File: config.mk
export PLATFORM = sky130hd
export DESIGN_NAME = hub75_bcm
export DESIGN_NICKNAME = d
export VERILOG_FILES = /design/src/rtl/hub75_bcm.sv
export SDC_FILE = /design/constraint.sdc
export NUM_CORES = 1
export LEC_CHECK = 0
export BUFFER_PORTS_ARGS = -buffer_cell sky130_fd_sc_hd__buf_2
export CAP_MARGIN = 20
export CORE_MARGIN = 2
export CORE_UTILIZATION = 59
export DETAILED_ROUTE_END_ITERATION = 7
export PLACE_DENSITY = 0.82
export SETUP_SLACK_MARGIN = 0.2
export SLEW_MARGIN = 25
export SYNTH_ARGS = -nofsm -noshare
export SYNTH_HDL_FRONTEND = slang
export SYNTH_SLANG_ARGS = --single-unit
File: constraint.sdc
create_clock -name clk -period 2.77 [get_ports clk]
set_clock_uncertainty 0.1 [all_clocks]
set_input_delay 0.4155 -clock clk [delete_from_list [all_inputs] [get_ports clk]]
set_output_delay 0.4155 -clock clk [all_outputs]
set_load 0.005 [all_outputs]
File: src/rtl/hub75_bcm.sv
// Bit-code-modulation sequencer for a HUB75 panel: shifts each bit plane LSB first,
// latches it and lights it for T_BASE<<plane clocks, overlapping the next shift.
module hub75_bcm #(
    parameter int N_ROWS   = 32,
    parameter int N_PLANES = 8,
    parameter int T_BASE   = 16,
    localparam int LOG_N_ROWS   = $clog2(N_ROWS),
    localparam int LOG_N_PLANES = $clog2(N_PLANES),
    localparam int TW           = $clog2(T_BASE) + N_PLANES
) (
    input  logic                    clk,
    input  logic                    rst,
    input  logic [LOG_N_ROWS-1:0]   ctrl_row,
    input  logic                    ctrl_go,
    output logic                    ctrl_rdy,
    output logic [LOG_N_PLANES-1:0] shift_plane,
    output logic                    shift_go,
    input  logic                    shift_rdy,
    output logic [LOG_N_ROWS-1:0]   phy_addr,
    output logic                    phy_le,
    output logic                    phy_blank
);

    localparam logic [2:0] S_IDLE    = 3'd0;
    localparam logic [2:0] S_SHIFT   = 3'd1;
    localparam logic [2:0] S_WAIT    = 3'd2;
    localparam logic [2:0] S_LATCH   = 3'd3;
    localparam logic [2:0] S_UNBLANK = 3'd4;

    localparam logic [LOG_N_PLANES-1:0] LAST_PLANE =
        LOG_N_PLANES'(N_PLANES - 1);

    logic [2:0]              state_q, state_d;
    logic [LOG_N_PLANES-1:0] plane_q, plane_d;
    logic [LOG_N_ROWS-1:0]   row_q,   row_d;
    logic [LOG_N_ROWS-1:0]   addr_q,  addr_d;
    logic [TW-1:0]           timer_q, timer_d;
    logic                    blank_q, blank_d;

    always_comb begin
        state_d = state_q;
        plane_d = plane_q;
        row_d   = row_q;
        addr_d  = addr_q;
        timer_d = timer_q;
        blank_d = blank_q;

        // Lit-time timer runs regardless of state so shifting overlaps it
        if (timer_q != '0) begin
            timer_d = timer_q - 1'b1;
            if (timer_q == TW'(1)) begin
                blank_d = 1'b1;
            end
        end

        case (state_q)
            S_IDLE: begin
                if (ctrl_go && shift_rdy) begin
                    row_d   = ctrl_row;
                    plane_d = '0;
                    state_d = S_SHIFT;
                end
            end
            S_SHIFT: begin
                state_d = S_WAIT;
            end
            S_WAIT: begin
                if (shift_rdy && timer_q == '0) begin
                    state_d = S_LATCH;
                end
            end
            S_LATCH: begin
                addr_d  = row_q;
                state_d = S_UNBLANK;
            end
            S_UNBLANK: begin
                timer_d = TW'(T_BASE) << plane_q;
                blank_d = 1'b0;
                if (plane_q == LAST_PLANE) begin
                    state_d = S_IDLE;
                end else begin
                    plane_d = plane_q + 1'b1;
                    state_d = S_SHIFT;
                end
            end
            default: begin
                state_d = S_IDLE;
            end
        endcase
    end

    always_ff @(posedge clk) begin
        if (rst) begin
            state_q <= S_IDLE;
            plane_q <= '0;
            row_q   <= '0;
            addr_q  <= '0;
            timer_q <= '0;
            blank_q <= 1'b1;
        end else begin
            state_q <= state_d;
            plane_q <= plane_d;
            row_q   <= row_d;
            addr_q  <= addr_d;
            timer_q <= timer_d;
            blank_q <= blank_d;
        end
    end

    assign ctrl_rdy    = (state_q == S_IDLE) && shift_rdy;
    assign shift_go    = (state_q == S_SHIFT);
    assign shift_plane = plane_q;
    assign phy_le      = (state_q == S_LATCH);
    assign phy_addr    = addr_q;
    assign phy_blank   = blank_q;

endmodule

==> results.json, run 1 <==
{
  "critPathLaunchType": "flop",
  "cts_num_sinks": 29,
  "worstSetupStartpoint": "state_q[1]",
  "p_sw_share_pct": 37.4,
  "grt_use_total_pct": 25.8,
  "max_freq_mhz": 470,
  "finalHoldViolations": 0,
  "routed-via-count": 1279,
  "nets": 205,
  "antenna_found_initial": 0,
  "path_cells": "nor4b_2 -> buf_2",
  "setup_viol": 0,
  "crit_family": "simple AND/OR/NAND/NOR gates",
  "first_pass_iters": 4,
  "worstPathMaxFanout": 10,
  "crit_type": "flop to output pin",
  "worstPathRequired_ns": 2.25,
  "rrSetupSlack_ns": 0.86,
  "syn2layout_area_growth_pct": 10.5,
  "p_switching_uw": 461,
  "yosysTopAreaCellShare_pct": 40.5,
  "ys_seq_area_share_pct": 40.5,
  "die_h_um": 53.3,
  "grt_overflow": 0,
  "ys_warn_count": 0,
  "dpl_cell_area_um2": 1540,
  "numCtsBuffers": 5,
  "final_cells": 216,
  "io_pins": 21,
  "final_common_cell": "dfxtp_1",
  "rows": 17,
  "tightest_slew_ns": 0.637,
  "multi_input_comb_area_um2": 786,
  "status": "complete, no violations",
  "wl_um": 3170,
  "synth_seq_cells": 29,
  "power_density_nw_per_um2": 778,
  "seq_power_share_pct": 44.0,
  "path_depth": 2,
  "dp_hpwl_um": 2330,
  "critPathBufInv": 1,
  "synthesis.nets": 186,
  "rr_startpoint": "timer_q[0]",
  "slowest_stage": "nor4b_2",
  "wl_met2_um": 1470,
  "crit_end": "ctrl_rdy",
  "clk_latency_ns": 0.33,
  "first_global_vias": 1062,
  "grt_pass1_wl_um": 5070,
  "place_congestion": 0.822,
  "syn_area_per_cell_um2": 8.54,
  "cts_tree": "yes",
  "htree_levels": 2,
  "synth_top_cells_by_area": "dfxtp_1 (40%), ha_1 (7.8%), a21oi_1 (6.3%)",
  "n_antenna_cell": 0,
  "placed_cells": 208,
  "ctsLongestPathBuffers": 2,
  "viasPerCell": 5.92,
  "routedWlPerCell_um": 14.7,
  "path_clk_slew_ns": 0.09,
  "syn_inst": 168,
  "port_buffers": 20,
  "critPathMaxStageDelay_ns": 0.63,
  "cap_violations": 0,
  "fill_cells": 200,
  "die_x_um": 53.3,
  "grt_max_degree": 25,
  "relSlewSlack_pct": 57.4,
  "ys_types": 41,
  "drtIter0Drc": 26,
  "seq_area_um2": 581,
  "clkPwrFrac_pct": 19.7,
  "topRoutingLayerUsed": "met4",
  "post-route-period-util_pct": 76.9,
  "mostFrequentLayoutCells": "dfxtp_1 (29), nand2_1 (22), buf_2 (20)",
  "ctsHoldBuffers": 0,
  "post_cts_buffers": 0,
  "design_area_um2": 1590,
  "r2r_cells": 6,
  "r2r_end": "timer_q[4]",
  "start_util_pct": 63.7,
  "post-route-drc-count": 0,
  "yosysTopAreaCell": "dfxtp_1",
  "wl_met3_um": 164,
  "peakVddDrop_uv": 718,
  "setup_tns_ns": 0,
  "coreArea_um2": 2250,
  "p_leak_nw": 0.651,
  "rsz0062_at_grt": "false",
  "drv_slew": 0,
  "hold_class": "input port to flop",
  "netlist_area_um2": 1440,
  "postRouteAntennaNets": 0,
  "min_period_ns": 2.13,
  "internal_power_uw": 773,
  "cp-end-kind": "output pin",
  "p_comb_share_pct": 36.3,
  "cts-resized-gates": 0,
  "drive_gt1_share_pct": 18.6,
  "whs_ns": 0.229,
  "wl_met1_um": 1470,
  "cts-root-buf": "clkbuf_4",
  "critPathArrivalTime_ns": 1.61,
  "dieArea_um2": 2840
}
[worst min path at each step]
stage	slack, ns	end	cells after the start	start
floorplan	0.33	phy_addr[0]	2	row_q[0]
global placement	0.34	phy_addr[2]	2	phy_addr[2]
detailed placement	0.35	row_q[1]	2	row_q[1]
CTS	0.21	row_q[1]	3	ctrl_row[1]
global route	0.20	row_q[0]	3	ctrl_row[0]
finish	0.23	row_q[0]	3	ctrl_row[0]
[kinds of logic after synthesis]
family	synth area share, %
buffers and inverters	4.80
DFF	40.5
adders and majority gates	7.85
AOI/OAI and AO/OA	15.5
and+or+nand+nor	27.1
xor gates and xnor gates	4.27
[metal layers]
| layer | track usage [%] | vias up |
|---|---|---|
| met4 | 12.8 | 0 |
| met5 | 0 | - |
| li1 | - | 644 |
| met1 | 33.0 | 600 |
| met3 | 9.60 | 9 |
| met2 | 37.4 | 26 |
[final cells by class]
| cell class | instances | share of cell area, % |
|---|---|---|
| clock buffer | 6 | 2.60 |
| clock inverter | 2 | 0.631 |
| inverter | 7 | 1.66 |
| multi-input combinational | 123 | 49.5 |
| sequential | 29 | 36.6 |
| tap | 28 | 2.21 |
| timing repair buffer | 21 | 6.78 |
[worst reg2reg max path: cells and delay by family, from the launching register on]
kind                       cells  cell delay [ns]
adders and majority gates      1             0.18
buffers and inverters          1             0.14
DFF                            1             0.34
AOI/OAI and AO/OA              2             0.38
and+or+nand+nor                2             0.69
[sequential cells by signal, summed over array words and instances (netlist names)]
signal	flops
phy_addr	5
row_q	5
phy_blank	1
state_q	3
timer_q	12
shift_plane	3
[cell usage after synthesis, drive strengths merged]
cell    instances
a211oi          1
a21oi          18
a22oi           1
a311oi          2
a31oi           2
and3            1
buf             2
clkbuf          7
dfxtp          29
ha              9
inv             7
nand2          22
nand2b          1
nand3           9
nand3b          2
nand4           1
nand4b          2
nor2            9
nor3            8
nor3b           2
nor4            4
nor4b           3
o211a           1
o211ai          1
o21a            1
o21ai           5
o21bai          1
o311ai          1
o41ai           2
or2             1
or3             2
or3b            1
or4             3
xnor2           5
xor2            2
[power groups by stage]
stage | combinational (mW) | sequential [mW] | clock [mW]
after CTS | 0.444 | 0.540 | 0.252
final | 0.447 | 0.543 | 0.243
after global placement | 0.423 | 0.543 | 0
after global routing | 0.496 | 0.551 | 0.269
after floorplan | 0.387 | 0.523 | 0
after detailed placement | 0.442 | 0.550 | 0
[metrics by stage]
stage,util (%),power (mW),setup WS (ns)
after CTS,70.4,1.24,0.624
after detailed placement,68.1,0.992,0.901
after floorplan,-,0.910,0.955
after global placement,68.1,0.965,0.955
final,70.4,1.23,0.640
after global routing,70.4,1.32,0.503
Note: power is estimated with default switching activity, not from simulation.
==> run 2, diff against run 1 <==
--- a/config.mk
+++ b/config.mk
@@ -8,9 +8,9 @@
 export BUFFER_PORTS_ARGS = -buffer_cell sky130_fd_sc_hd__buf_2
 export CAP_MARGIN = 20
 export CORE_MARGIN = 2
-export CORE_UTILIZATION = 59
+export CORE_UTILIZATION = 55
 export DETAILED_ROUTE_END_ITERATION = 7
-export PLACE_DENSITY = 0.82
+export PLACE_DENSITY = 0.77
 export SETUP_SLACK_MARGIN = 0.2
 export SLEW_MARGIN = 25
 export SYNTH_ARGS = -nofsm -noshare
==> constraint.sdc (replaced) <==
create_clock -name clk -period 2.1 [get_ports clk]
set_clock_uncertainty 0.1 [all_clocks]
set_input_delay 0.315 -clock clk [delete_from_list [all_inputs] [get_ports clk]]
set_output_delay 0.315 -clock clk [all_outputs]
set_load 0.005 [all_outputs]
==> run 2 against run 1 <==
Against the previous run:
- first-iteration DRC count is 62% higher
- critical endpoint is now timer_q[8]
- largest power group unchanged
- core utilization is 4.3 points lower
- combinational power is 42% higher
- critical path depth is 2 higher
- highest routed layer unchanged
==> results.json, run 2 (synthesized netlist as in run 1, its figures left out) <==
{
  "largest_register_ffs": 12,
  "setup_tns_ns": 0,
  "start_util_pct": 57.9,
  "hold_class": "input port to flop",
  "p_leak_nw": 0.666,
  "drv_slew": 0,
  "nets": 207,
  "worstPathMaxFanout": 9,
  "rows": 18,
  "coreArea_um2": 2480,
  "tightest_slew_ns": 0.442,
  "status": "complete, no violations",
  "first_global_vias": 1103,
  "port_buffers": 20,
  "critPathArrivalTime_ns": 1.98,
  "viasPerCell": 5.84,
  "cts_tree": "yes",
  "min_period_ns": 1.82,
  "first_pass_iters": 4,
  "post-route-drc-count": 0,
  "rsz0062_at_grt": "true",
  "htree_levels": 2,
  "die_h_um": 55.1,
  "crit_type": "flop to flop",
  "ctsLongestPathBuffers": 2,
  "p_total_mw": 1.70,
  "worstPathRequired_ns": 2.26,
  "critPathLaunchType": "flop",
  "path_clk_slew_ns": 0.09,
  "peakVddDrop_uv": 709,
  "grt_overflow": 0,
  "relSlewSlack_pct": 70.5,
  "mostFrequentLayoutCells": "dfxtp_1 (25), nand2_1 (22), buf_2 (20)",
  "postRouteAntennaNets": 0,
  "finalHoldViolations": 0,
  "routedWlPerCell_um": 14.4,
  "routed-via-count": 1278,
  "place_congestion": 0.818,
  "drtIter0Drc": 42,
  "cts-root-buf": "clkbuf_4",
  "power_density_nw_per_um2": 1040,
  "dieArea_um2": 3030,
  "top_register": "timer_q",
  "cap_violations": 0,
  "cts_num_sinks": 29,
  "drive_gt1_share_pct": 23.3,
  "grt_use_total_pct": 23.6,
  "antenna_found_initial": 0,
  "die_x_um": 55.1,
  "cp-end-kind": "flop",
  "setup_viol": 0,
  "grt_pass1_wl_um": 5030,
  "final_common_cell": "dfxtp_1",
  "post-route-period-util_pct": 86.8,
  "wl_um": 3160,
  "n_antenna_cell": 0,
  "numCtsBuffers": 5,
  "syn2layout_area_growth_pct": 14.1,
  "max_freq_mhz": 549,
  "io_pins": 21,
  "clk_latency_ns": 0.32,
  "dp_hpwl_um": 2260,
  "grt_max_degree": 25
}
-- run 2: cell types whose count changed in the layout (fill, tap and decap cells not counted) --
| cell | previous run | this run |
|---|---|---|
| nor4b_2 | 1 | 3 |
| xor2_2 | 0 | 1 |
| dfxtp_2 | 0 | 4 |
| and3_4 | 0 | 1 |
| nor4b_1 | 2 | 0 |
| clkbuf_8 | 0 | 1 |
| clkinv_2 | 2 | 0 |
| buf_4 | 1 | 3 |
| dfxtp_1 | 29 | 25 |
| xor2_1 | 2 | 1 |
| and3_1 | 1 | 0 |
-- run 2: what timing repair did --
action                                  CTS  global route
setup buffers                             0             0
endpoints found under the setup margin    1            16
resized for setup                         1             8
pin swaps                                 0             1
hold buffers                              0             0
-- run 2: layout make-up --
class / instances / area (um^2)
fillers: 222 / 840
multi-input cells: 123 / 811
flip-flops and latches: 29 / 586
repair buffers: 23 / 123
clock buffers: 7 / 55.1
well taps: 30 / 37.5
inverters: 7 / 26.3
-- run 2: final timing paths --
kind                from          end  slack [ns]  cells after the start
max           timer_q[2]   timer_q[8]        0.28                      4
min          ctrl_row[2]     row_q[2]        0.14                      3
max reg2reg   timer_q[2]   timer_q[8]        0.28                      4
min reg2reg  phy_addr[1]  phy_addr[1]        0.35                      2
-- run 2: per-stage QoR --
step | setup slack, ns | instances | hold WS, ns | util [%] | area (um^2)
final | 0.278 | 219 | 0.136 | 66.1 | 1640
after global routing | 0.161 | 219 | 0.137 | 66.1 | 1640
after CTS | 0.209 | 219 | 0.135 | 64.9 | 1610
after detailed placement | 0.246 | 212 | 0.346 | 62.7 | 1550
after global placement | 0.271 | 212 | 0.340 | 62.7 | 1550
after floorplan | 0.285 | 168 | 0.292 | - | 1440
-- run 2: routing by layer --
layer	track usage (%)	up-vias	share of wire (%)
met4	8.13	0	1.3
met1	30.5	592	45
li1	-	639	-
met3	8.60	7	6.0
met5	0	-	0
met2	36.3	40	47
-- run 2: where the power goes --
group	internal (mW)	switching [mW]
sequential	0.630	0.0921
combinational	0.299	0.335
clock	0.158	0.187
total	1.09	0.614
-- run 2: worst max-delay path, cell delays in order, from the launching register on --
cell	delay, ns
dfxtp_2	0.37
or4_4	0.59
or4_4	0.44
xor2_2	0.16
o21ai_2	0.10
==> run 3, diff against run 2 <==
--- a/config.mk
+++ b/config.mk
@@ -5,9 +5,9 @@
 export SDC_FILE = /design/constraint.sdc
 export NUM_CORES = 1
 export LEC_CHECK = 0
-export BUFFER_PORTS_ARGS = -buffer_cell sky130_fd_sc_hd__buf_2
+export BUFFER_PORTS_ARGS = -buffer_cell sky130_fd_sc_hd__clkbuf_2
 export CAP_MARGIN = 20
-export CORE_MARGIN = 2
+export CORE_MARGIN = 10
 export CORE_UTILIZATION = 55
 export DETAILED_ROUTE_END_ITERATION = 7
 export PLACE_DENSITY = 0.77
==> run 3 against run 2 <==
Against the previous run:
- final cell count up 1.4%
- largest cell class unchanged
- global-route usage down 11 points
- sequential power about the same
- count of clock-buffer cells in the layout down 2
- combinational power up 2%
- routed wire length up 5.5%
==> results.json, run 3 (synthesized netlist as in run 1, its figures left out) <==
{
  "status": "complete, no violations",
  "rrSetupSlack_ns": 0.26,
  "place_congestion": 0.851,
  "path_clk_slew_ns": 0.10,
  "dp_hpwl_um": 2370,
  "rsz0062_at_grt": "true",
  "start_util_pct": 57.9,
  "routedWlPerCell_um": 15.0,
  "seq_area_um2": 584,
  "hold_class": "input port to flop",
  "critPathArrivalTime_ns": 1.96,
  "post-route-drc-count": 0,
  "crit_type": "flop to flop",
  "port_buffers": 20,
  "io_pins": 21,
  "htree_levels": 2,
  "mostFrequentLayoutCells": "dfxtp_1 (26), nand2_1 (22), clkbuf_2 (20)",
  "max_freq_mhz": 545,
  "first_pass_iters": 4,
  "ctsHoldBuffers": 0,
  "r2r_end": "timer_q[8]",
  "n_antenna_cell": 0,
  "ctsLongestPathBuffers": 2,
  "grt_overflow": 0,
  "antenna_found_initial": 0,
  "setup_tns_ns": 0,
  "routed-via-count": 1304,
  "die_h_um": 71.1,
  "cts-root-buf": "clkbuf_4",
  "grt_use_total_pct": 12.7,
  "viasPerCell": 5.87,
  "final_common_cell": "dfxtp_1",
  "cap_violations": 0,
  "top_register": "timer_q",
  "nets": 209,
  "syn2layout_area_growth_pct": 17.9,
  "numCtsBuffers": 5,
  "die_x_um": 71.1,
  "multi_input_comb_area_um2": 803,
  "rr_startpoint": "timer_q[2]",
  "setup_viol": 0,
  "crit_end": "timer_q[8]",
  "tightest_slew_ns": 0.491,
  "worstPathMaxFanout": 9,
  "grt_pass1_wl_um": 5350,
  "cts_num_sinks": 29,
  "wl_um": 3330,
  "worstPathRequired_ns": 2.22,
  "power_density_nw_per_um2": 1140,
  "post-route-period-util_pct": 87.4,
  "dieArea_um2": 5050,
  "worstSetupStartpoint": "timer_q[2]",
  "cts_tree": "yes",
  "drtIter0Drc": 106,
  "peakVddDrop_uv": 902,
  "fill_cells": 202,
  "p_total_mw": 1.93,
  "critPathLaunchType": "flop",
  "largest_register_ffs": 12,
  "cp-end-kind": "flop",
  "min_period_ns": 1.84,
  "coreArea_um2": 2480,
  "relSlewSlack_pct": 67.3,
  "rows": 18,
  "p_leak_nw": 0.690,
  "grt_max_degree": 25,
  "first_global_vias": 1145,
  "finalHoldViolations": 0,
  "postRouteAntennaNets": 0,
  "clk_latency_ns": 0.33,
  "drive_gt1_share_pct": 24.0,
  "drv_slew": 0,
  "r2r_cells": 4
}
## run 3: worst min path at each step
| stage | from | to | slack, ns | cells past startpoint |
|---|---|---|---|---|
| after global placement | phy_addr[0] | phy_addr[0] | 0.34 | 2 |
| after detailed placement | phy_addr[4] | phy_addr[4] | 0.35 | 2 |
| after floorplan | rst | state_q[0] | 0.29 | 1 |
| final | ctrl_row[0] | row_q[0] | 0.12 | 3 |
| after global routing | ctrl_row[0] | row_q[0] | 0.11 | 3 |
| after CTS | ctrl_row[0] | row_q[0] | 0.11 | 3 |
## run 3: where the power goes
| group | switching, mW | internal (mW) | leakage [nW] |
|---|---|---|---|
| clock | 0.202 | 0.368 | 0.0552 |
| sequential | 0.0875 | 0.632 | 0.238 |
| combinational | 0.349 | 0.296 | 0.397 |
## run 3: area by class of cell
class	count	share of cell area, %
inverters	7	1.55
clock buffers	5	2.22
repair buffers	25	8.14
multi-input cells	123	47.5
flip-flops and latches	29	34.5
clock inverters	3	3.85
well taps	30	2.22
## run 3: metrics by stage
step | utilization [%] | setup WS [ns] | hold WS [ns] | std cells | cell area [um^2]
final | 68.3 | 0.264 | 0.118 | 222 | 1690
after global routing | 68.3 | 0.115 | 0.113 | 222 | 1690
after CTS | 66.9 | 0.197 | 0.105 | 220 | 1660
after detailed placement | 62.7 | 0.239 | 0.349 | 212 | 1550
after global placement | 62.7 | 0.274 | 0.343 | 212 | 1550
after floorplan | - | 0.285 | 0.292 | 168 | 1440
## run 3: repair_timing
| item | in CTS | in global routing |
|---|---|---|
| pin swaps | 0 | 1 |
| resized for setup | 2 | 5 |
| setup endpoints to repair | 2 | 13 |
| buffers inserted | 0 | 2 |
| cloned | 0 | 0 |
## run 3: critical path, cell delays in order, from the launching register on
cell	delay, ns
dfxtp_2	0.37
or4_4	0.58
or4_4	0.43
xor2_1	0.18
o21ai_2	0.06
## run 3: per-layer routing
metal | track usage, % | vias to the layer above | wire length, um
met3 | 3.91 | 5 | 208
li1 | - | 648 | -
met4 | 5.81 | 0 | 24
met1 | 16.5 | 608 | 1540
met5 | 0 | - | 0
met2 | 18.6 | 43 | 1560
